===== src/rtl/mem_lipo_arb.sv =====
// Two-requester arbiter for the single-port line-in/parallel-out buffer: line writes vs block reads,
// burst-limited fairness. Optional MEM_LIPO_ARB_STAT_EN adds a saturating contention counter.
`ifndef PIXEL_WIDTH
`define PIXEL_WIDTH 8
`endif

module mem_lipo_arb #(
  parameter int unsigned MAX_BURST = 4
) (
  input  logic                      clk,
  input  logic                      rst_n,
  input  logic                      wr_req_i,
  input  logic [7:0]                wr_addr_i,
  input  logic [`PIXEL_WIDTH*32-1:0] wr_data_i,
  output logic                      wr_ack_o,
  input  logic                      rd_req_i,
  input  logic [1:0]                rd_sel_i,
  input  logic [1:0]                rd_size_i,
  input  logic [3:0]                rd_4x4_x_i,
  input  logic [3:0]                rd_4x4_y_i,
  input  logic [4:0]                rd_idx_i,
  output logic                      rd_ack_o,
  output logic                      rd_valid_o,
  output logic                      a_wen_o,
  output logic [7:0]                a_addr_o,
  output logic [`PIXEL_WIDTH*32-1:0] a_wdata_o,
  output logic                      b_ren_o,
  output logic [1:0]                b_sel_o,
  output logic [1:0]                b_size_o,
  output logic [3:0]                b_4x4_x_o,
  output logic [3:0]                b_4x4_y_o,
  output logic [4:0]                b_idx_o
`ifdef MEM_LIPO_ARB_STAT_EN
  ,
  output logic [15:0]               conflict_cnt_o
`endif
);

  localparam int unsigned CNT_W = 4;
  localparam logic [CNT_W-1:0] BURST_MAX = CNT_W'(MAX_BURST);

  typedef enum logic {OWN_WR = 1'b0, OWN_RD = 1'b1} owner_e;
  typedef enum logic [1:0] {PH_IDLE = 2'd0, PH_OWN_WR = 2'd1, PH_OWN_RD = 2'd2} phase_e;

  owner_e           r_owner;
  owner_e           w_owner_nxt;
  logic [CNT_W-1:0] r_burst_cnt;
  logic [CNT_W-1:0] w_burst_cnt_nxt;
  phase_e           w_phase;
  logic             w_under;
  logic             w_pick_rd;
  logic             w_gnt_wr;
  logic             w_gnt_rd;
  logic             r_rd_valid;
  owner_e           w_side;

  // Ownership/burst state register
  always_ff @(posedge clk or negedge rst_n) begin
    if (!rst_n) begin
      r_owner     <= OWN_RD;
      r_burst_cnt <= '0;
    end else begin
      r_owner     <= w_owner_nxt;
      r_burst_cnt <= w_burst_cnt_nxt;
    end
  end

  // Grant selection and next-state; acks are forced low while reset is asserted
  always_comb begin
    w_owner_nxt     = r_owner;
    w_burst_cnt_nxt = r_burst_cnt;
    w_pick_rd       = rd_req_i;
    w_under         = (r_burst_cnt < BURST_MAX);

    if (r_burst_cnt == '0)       w_phase = PH_IDLE;
    else if (r_owner == OWN_WR)  w_phase = PH_OWN_WR;
    else                         w_phase = PH_OWN_RD;

    if (wr_req_i && rd_req_i) begin
      case (w_phase)
        PH_IDLE:   w_pick_rd = (r_owner == OWN_WR);
        PH_OWN_WR: w_pick_rd = !w_under;
        PH_OWN_RD: w_pick_rd = w_under;
        default:   w_pick_rd = 1'b0;
      endcase
    end

    w_gnt_wr = rst_n & wr_req_i & !w_pick_rd;
    w_gnt_rd = rst_n & rd_req_i & w_pick_rd;
    w_side   = w_pick_rd ? OWN_RD : OWN_WR;

    if (!wr_req_i && !rd_req_i) begin
      w_burst_cnt_nxt = '0;
    end else if (w_side == r_owner) begin
      w_burst_cnt_nxt = w_under ? r_burst_cnt + CNT_W'(1) : r_burst_cnt;
    end else begin
      w_owner_nxt     = w_side;
      w_burst_cnt_nxt = CNT_W'(1);
    end
  end

  // Read data appears one cycle after the read grant
  always_ff @(posedge clk or negedge rst_n) begin
    if (!rst_n) r_rd_valid <= 1'b0;
    else        r_rd_valid <= w_gnt_rd;
  end

  assign wr_ack_o   = w_gnt_wr;
  assign rd_ack_o   = w_gnt_rd;
  assign rd_valid_o = r_rd_valid;

  assign a_wen_o    = w_gnt_wr;
  assign a_addr_o   = w_gnt_wr ? wr_addr_i : '0;
  assign a_wdata_o  = w_gnt_wr ? wr_data_i : '0;
  assign b_ren_o    = w_gnt_rd;
  assign b_sel_o    = w_gnt_rd ? rd_sel_i   : '0;
  assign b_size_o   = w_gnt_rd ? rd_size_i  : '0;
  assign b_4x4_x_o  = w_gnt_rd ? rd_4x4_x_i : '0;
  assign b_4x4_y_o  = w_gnt_rd ? rd_4x4_y_i : '0;
  assign b_idx_o    = w_gnt_rd ? rd_idx_i   : '0;

`ifdef MEM_LIPO_ARB_STAT_EN
  logic [15:0] r_conflict_cnt;

  // Saturating count of cycles where both sides request
  always_ff @(posedge clk or negedge rst_n) begin
    if (!rst_n)                                                r_conflict_cnt <= '0;
    else if (wr_req_i && rd_req_i && r_conflict_cnt != 16'hFFFF) r_conflict_cnt <= r_conflict_cnt + 16'd1;
  end

  assign conflict_cnt_o = r_conflict_cnt;
`endif

endmodule

===== config.mk =====
export PLATFORM = sky130hd
export DESIGN_NAME = mem_lipo_arb
export DESIGN_NICKNAME = d
export VERILOG_FILES = /design/src/rtl/mem_lipo_arb.sv
export SDC_FILE = /design/constraint.sdc
export NUM_CORES = 1
export LEC_CHECK = 0
export ABC_CLOCK_PERIOD_IN_PS = 2100
export BUFFER_PORTS_ARGS = -buffer_cell sky130_fd_sc_hd__buf_4
export CAP_MARGIN = 5
export CORE_AREA = 2 2 219 221
export CTS_CLUSTER_SIZE = 28
export DETAILED_ROUTE_END_ITERATION = 6
export DIE_AREA = 0 0 221 223
export GPL_ROUTABILITY_DRIVEN = 0
export GPL_TIMING_DRIVEN = 0
export PLACE_DENSITY = 0.32
export SYNTH_ARGS = -nofsm -noshare
export SYNTH_HDL_FRONTEND = slang
export SYNTH_SLANG_ARGS = --single-unit

===== constraint.sdc =====
create_clock -name clk -period 2.1 [get_ports clk]
set_clock_uncertainty 0.05 [all_clocks]
set_input_delay 0.105 -clock clk [delete_from_list [all_inputs] [get_ports clk]]
set_output_delay 0.105 -clock clk [all_outputs]
set_load 0.005 [all_outputs]

; ---- Word level (Yosys, flattened, before mapping)
; Index checks and enable logic that the tools add are counted.
[word_totals]
register_bits = 6
input_bits = 285
out_inout_bits = 286
elab_cells = 40
[classes]
n_addsub = 1
magnitude_cmp = 1
n_eq_ne = 4
n_mux = 15
n_bitwise = 7
reduce_logical = 9
[op_table]
columns = cell, n
row1 = $mux 256, 1
row2 = $mux 4, 5
row3 = $mux 2, 4
row4 = $mux 8, 1
row5 = $mux 5, 1
row6 = $add 4x1->4 const B, 1
row7 = $and 1x1->1, 4
row8 = $logic_not 1->1, 4
row9 = $logic_not 4->1, 1
row10 = $lt 4x3->1 const B, 1
row11 = $ne 3x3->1 const B, 1
row12 = $not 1->1, 3
row13 = $pmux 1 s3, 1
row14 = $eq 2x1->1 const B, 1
row15 = $eq 2x2->1 const B, 1
row16 = $logic_and 1x1->1, 2
row17 = $logic_not 2->1, 1
row18 = $mux 1, 2
row19 = $reduce_and 2->1, 1
row20 = $eq 1x1->1, 1

; ---- Logic depth before layout (Yosys ltp)
[depth]
depth_word = 9
depth_mapped = 7
depth_no_buf = 5

; ---- Least setup slack after synthesis
; No wires, ideal clock.
[synth_timing]
path_type = register to output
from = reg r_burst_cnt[0]
to = out a_wdata_o[196]
t_arrival_ps = 1834
t_required_ps = 1945
setup_slack_ps = 111
path_stages_with_launch = 8
n_path_buf = 2
cell_sequence = dfrtp_1 inv_1 ha_1 or4_4 a31oi_2 buf_4 clkbuf_2 and2_1
[synth_via]
elab_chain_cells = 8
word_cells_on_any_way = 12
cone_classes = 1 x order compare / 2 x eq/ne / 4 x mux / 1 x bitwise / 4 x reduce/logical
[synth_lines]
columns = item, line_no
row1 = "start, declared", 47  ; logic [CNT_W-1:0] r_burst_cnt;
row2 = "start signal, assigned", 64  ; r_burst_cnt <= w_burst_cnt_nxt;
row3 = $logic_not 4->1, 75  ; if (r_burst_cnt == '0) w_phase = PH_IDLE;
row4 = $mux 2, 75
row5 = $eq 2x2->1 (tied with other cells), 80  ; case (w_phase)
row6 = $pmux 1 s3 (*), 80
row7 = $mux 1 (*), 79  ; if (wr_req_i && rd_req_i) begin
row8 = $logic_not 1->1 (*), 88  ; w_gnt_wr = rst_n & wr_req_i & !w_pick_rd;
row9 = $and 1x1->1 (*), 88
row10 = $mux 256 (*), 114  ; assign a_wdata_o = w_gnt_wr ? wr_data_i : '0;
row11 = "end, declared", 26  ; output logic [`PIXEL_WIDTH*32-1:0] a_wdata_o,
; Mark *: on every way between the ends. The rest lies on a longest branch, timed or not.

; ---- Worst setup path in the final report
[layout_timing]
from = reg r_burst_cnt[2]
to = out a_wdata_o[202]
; The elaborated chain is that of the path after synthesis.

==> flow_summary.ini <==
[layout]
num_antenna_cells = 0
multi_input_area_sq_um = 2300
area_growth_pct = 276
final_nets = 1234
fillers = 5285
drive_gt1_share_pct = 79.6
stdcell_count = 1561
seq_area_sq_um = 151

[global_routing]
track_usage_pct = 7.35
grt_util_met2_pct = 14.6
grt-ovfl-total = 0
use_met1_pct = 8.41
gr-usage-met3_pct = 1.44
grt_pass1_vias = 4441
grt_busiest_layer = met2
antenna_found_initial = 0
grt_first_pass_wirelength_um = 28000
grt_max_degree = 13

[yosys]
yosys_most_used_dff = dfrtp_1
synth_top_area_share_pct = 74.8
synth-seq-cells = 6
yosysUniqueCellTypes = 29
yosysSeqAreaShare_pct = 6.42
synth-edff-count = 0
synth.area.top_cells = and2_1 (75%), buf_4 (8.0%), dfrtp_1 (5.3%), buf_2 (1.3%), dfstp_2 (1.1%)
synthCells = 350
synth_nets = 637
synth_area_sq_um = 2360
yosys_warnings = 0
async_flop_share_pct = 100
yosysTopAreaCell = and2_1
avgSynthCellArea_sq_um = 6.74

[die]
dieWidth_um = 221
row_count = 80
dieArea_sq_um = 49300
die_y_um = 223
ios = 571
core_sq_um = 47100
initial_utilization_pct = 5.00

[critical_path]
crit_path_end_kind = primary output
reg2reg_slack_ns = 0.56
crit_type = reg2out
start_kind = flop
timing.rr.start = r_burst_cnt[1]
crit_fanout = 6
reg2reg_to = rd_valid_o
r2r_cells = 6
cp.required_ns = 1.95
worstSetupStartpoint = r_burst_cnt[2]
arrival_ns = 2.22

[sta]
holdWs_ns = 0.278
timing.fmax_mhz = 421
drv_slew = 0
hold_viol_final = 0
slew_headroom_pct = 66.1
min_period_ns = 2.38
worst_pin_slew_ns = 0.508
finalCritPeriodShare_pct = 113
timing.final.ws_setup_ns = -0.278
setup_viol = 265
rsz0062_at_grt = true

[drt]
dr.pass1.iters = 4
drcViolationCount = 0
final_antenna_net_count = 0
wl_per_cell_um = 13.7
vias = 4599
wirelength_um = 21400
drt_iter0_markers = 73
routed_via_density = 2.95

[clock_tree]
clkTransAtPathRegs_ns = 0.04
clockBufferDepth = 2
clock-sinks = 6
htree_levels = 1
root_buffer = clkbuf_16
cts_tree = done
clkLatencyLatePin_ns = 0.23
cts_made_buffers = 3

[power_and_ir_drop]
peakVddDrop_uv = 434
seqPwrFrac_pct = 5.6
powerDensity_nw_per_um2 = 374
power_switching_mw = 1.07
p_comb_share_pct = 84.8
p_leak_nw = 4.59
sw_frac_of_total_pct = 32.1
power_frac_clock_pct = 9.6
power_mw = 3.32
p_int_mw = 2.25

[worst_hold_path]
hp-class = in2async

[placement]
place.port_buffers = 568
dpl.hpwl_um = 17800
dp_cells = 1533

[run_status]
status = complete, but fails checks
violations = negative setup slack

[flow_run]
maxCapViolCount = 0
[cell usage after synthesis, types with 2 or more instances]
library cell and count:
and2_1 282, buf_2 6, buf_4 25, clkbuf_1 2, dfrtp_1 5, ha_1 2, inv_1 2, nand2_1 2
nor2_1 2, nor2b_1 2, or2_2 2
[worst max-delay path, stage by stage (launching register included)]
cell,delay [ns]
dfrtp_1,0.44
or4_4,0.58
a31oi_4,0.24
buf_6,0.18
buf_12,0.15
clkbuf_16,0.15
and2_4,0.15
buf_6,0.09
[layout make-up]
type / count / share of cell area [%]
sequential: 6 / 1.71
buffer: 34 / 5.70
multi-input combinational: 308 / 25.9
timing repair buffer: 592 / 57.0
tap: 615 / 8.68
clock buffer: 4 / 0.889
inverter: 2 / 0.0847
[logic make-up (layout without fill, tap and decap cells)]
logic type	count (synthesis)	after routing	share of synthesized area [%]
XOR/XNOR	1	1	0.371
AO/OA/AOI/OAI	10	10	3.61
multiplexers	2	2	0.902
AND/OR/NAND/NOR	293	293	77.6
flip-flops	6	6	6.42
adder cells (fa/ha/maj)	2	2	1.06
buffers and inverters	36	632	10.1
[flip-flops by register name, summed over array words and instances (netlist names)]
signal / cells
r_burst_cnt: 4
r_owner: 1
rd_valid_o: 1
[placed cells by master, fill, tap and decap left out, types with 2 or more instances in the layout]
| cell type | count |
|---|---|
| buf_12 | 7 |
| inv_2 | 2 |
| dfrtp_1 | 5 |
| buf_4 | 469 |
| clkbuf_1 | 3 |
| nor2_1 | 2 |
| nand2_1 | 2 |
| buf_8 | 23 |
| nor2b_1 | 2 |
| and2_1 | 167 |
| buf_6 | 114 |
| clkbuf_16 | 12 |
| or2_2 | 2 |
| and2_4 | 115 |
[worst max path at each step]
stage	end	slack [ns]	cells after the start
CTS	a_wdata_o[104]	-0.33	9
floorplan	a_wdata_o[196]	0.11	7
finish	a_wdata_o[202]	-0.28	7
global placement	a_wdata_o[188]	-0.79	8
detailed placement	a_wdata_o[188]	-0.77	8
global route	a_wdata_o[58]	-0.35	9
[power groups by stage]
| stage | combinational, mW | sequential, mW | clock (mW) |
|---|---|---|---|
| finish | 2.81 | 0.185 | 0.318 |
| global route | 3.02 | 0.190 | 0.337 |
| CTS | 2.35 | 0.181 | 0.329 |
| detailed placement | 2.02 | 0.186 | 0 |
| global placement | 2.05 | 0.187 | 0 |
| floorplan | 0.737 | 0.178 | 0 |
[routing by layer]
| layer | vias up | part of all wire, % |
|---|---|---|
| met5 | - | 0 |
| met4 | 0 | 0.065 |
| met3 | 2 | 6.4 |
| met2 | 247 | 56 |
| met1 | 2103 | 37 |
| li1 | 2247 | - |
[per-stage QoR]
step	TNS, ns	instance area [sq um]	setup WS [ns]	utilization [%]
3_5_place_dp	-173.28	7390	-0.771	15.7
5_1_grt	-83.39	8860	-0.355	18.8
4_1_cts	-74.96	7940	-0.327	16.8
2_1_floorplan	0	2360	0.111	-
6_report	-60.73	8860	-0.278	18.8
3_3_place_gp	-177.18	7390	-0.789	15.7
[what timing repair did]
action / in CTS / in global routing
gates resized for setup: 92 / 223
hold buffers: 1 / 0
gates cloned: 4 / 8
endpoints found under the hold margin: 6 / 0
setup endpoints to repair: 286 / 285
buffers inserted: 7 / 5
pin swaps: 14 / 76
No activity file was read; power rests on OpenSTA's default activity.
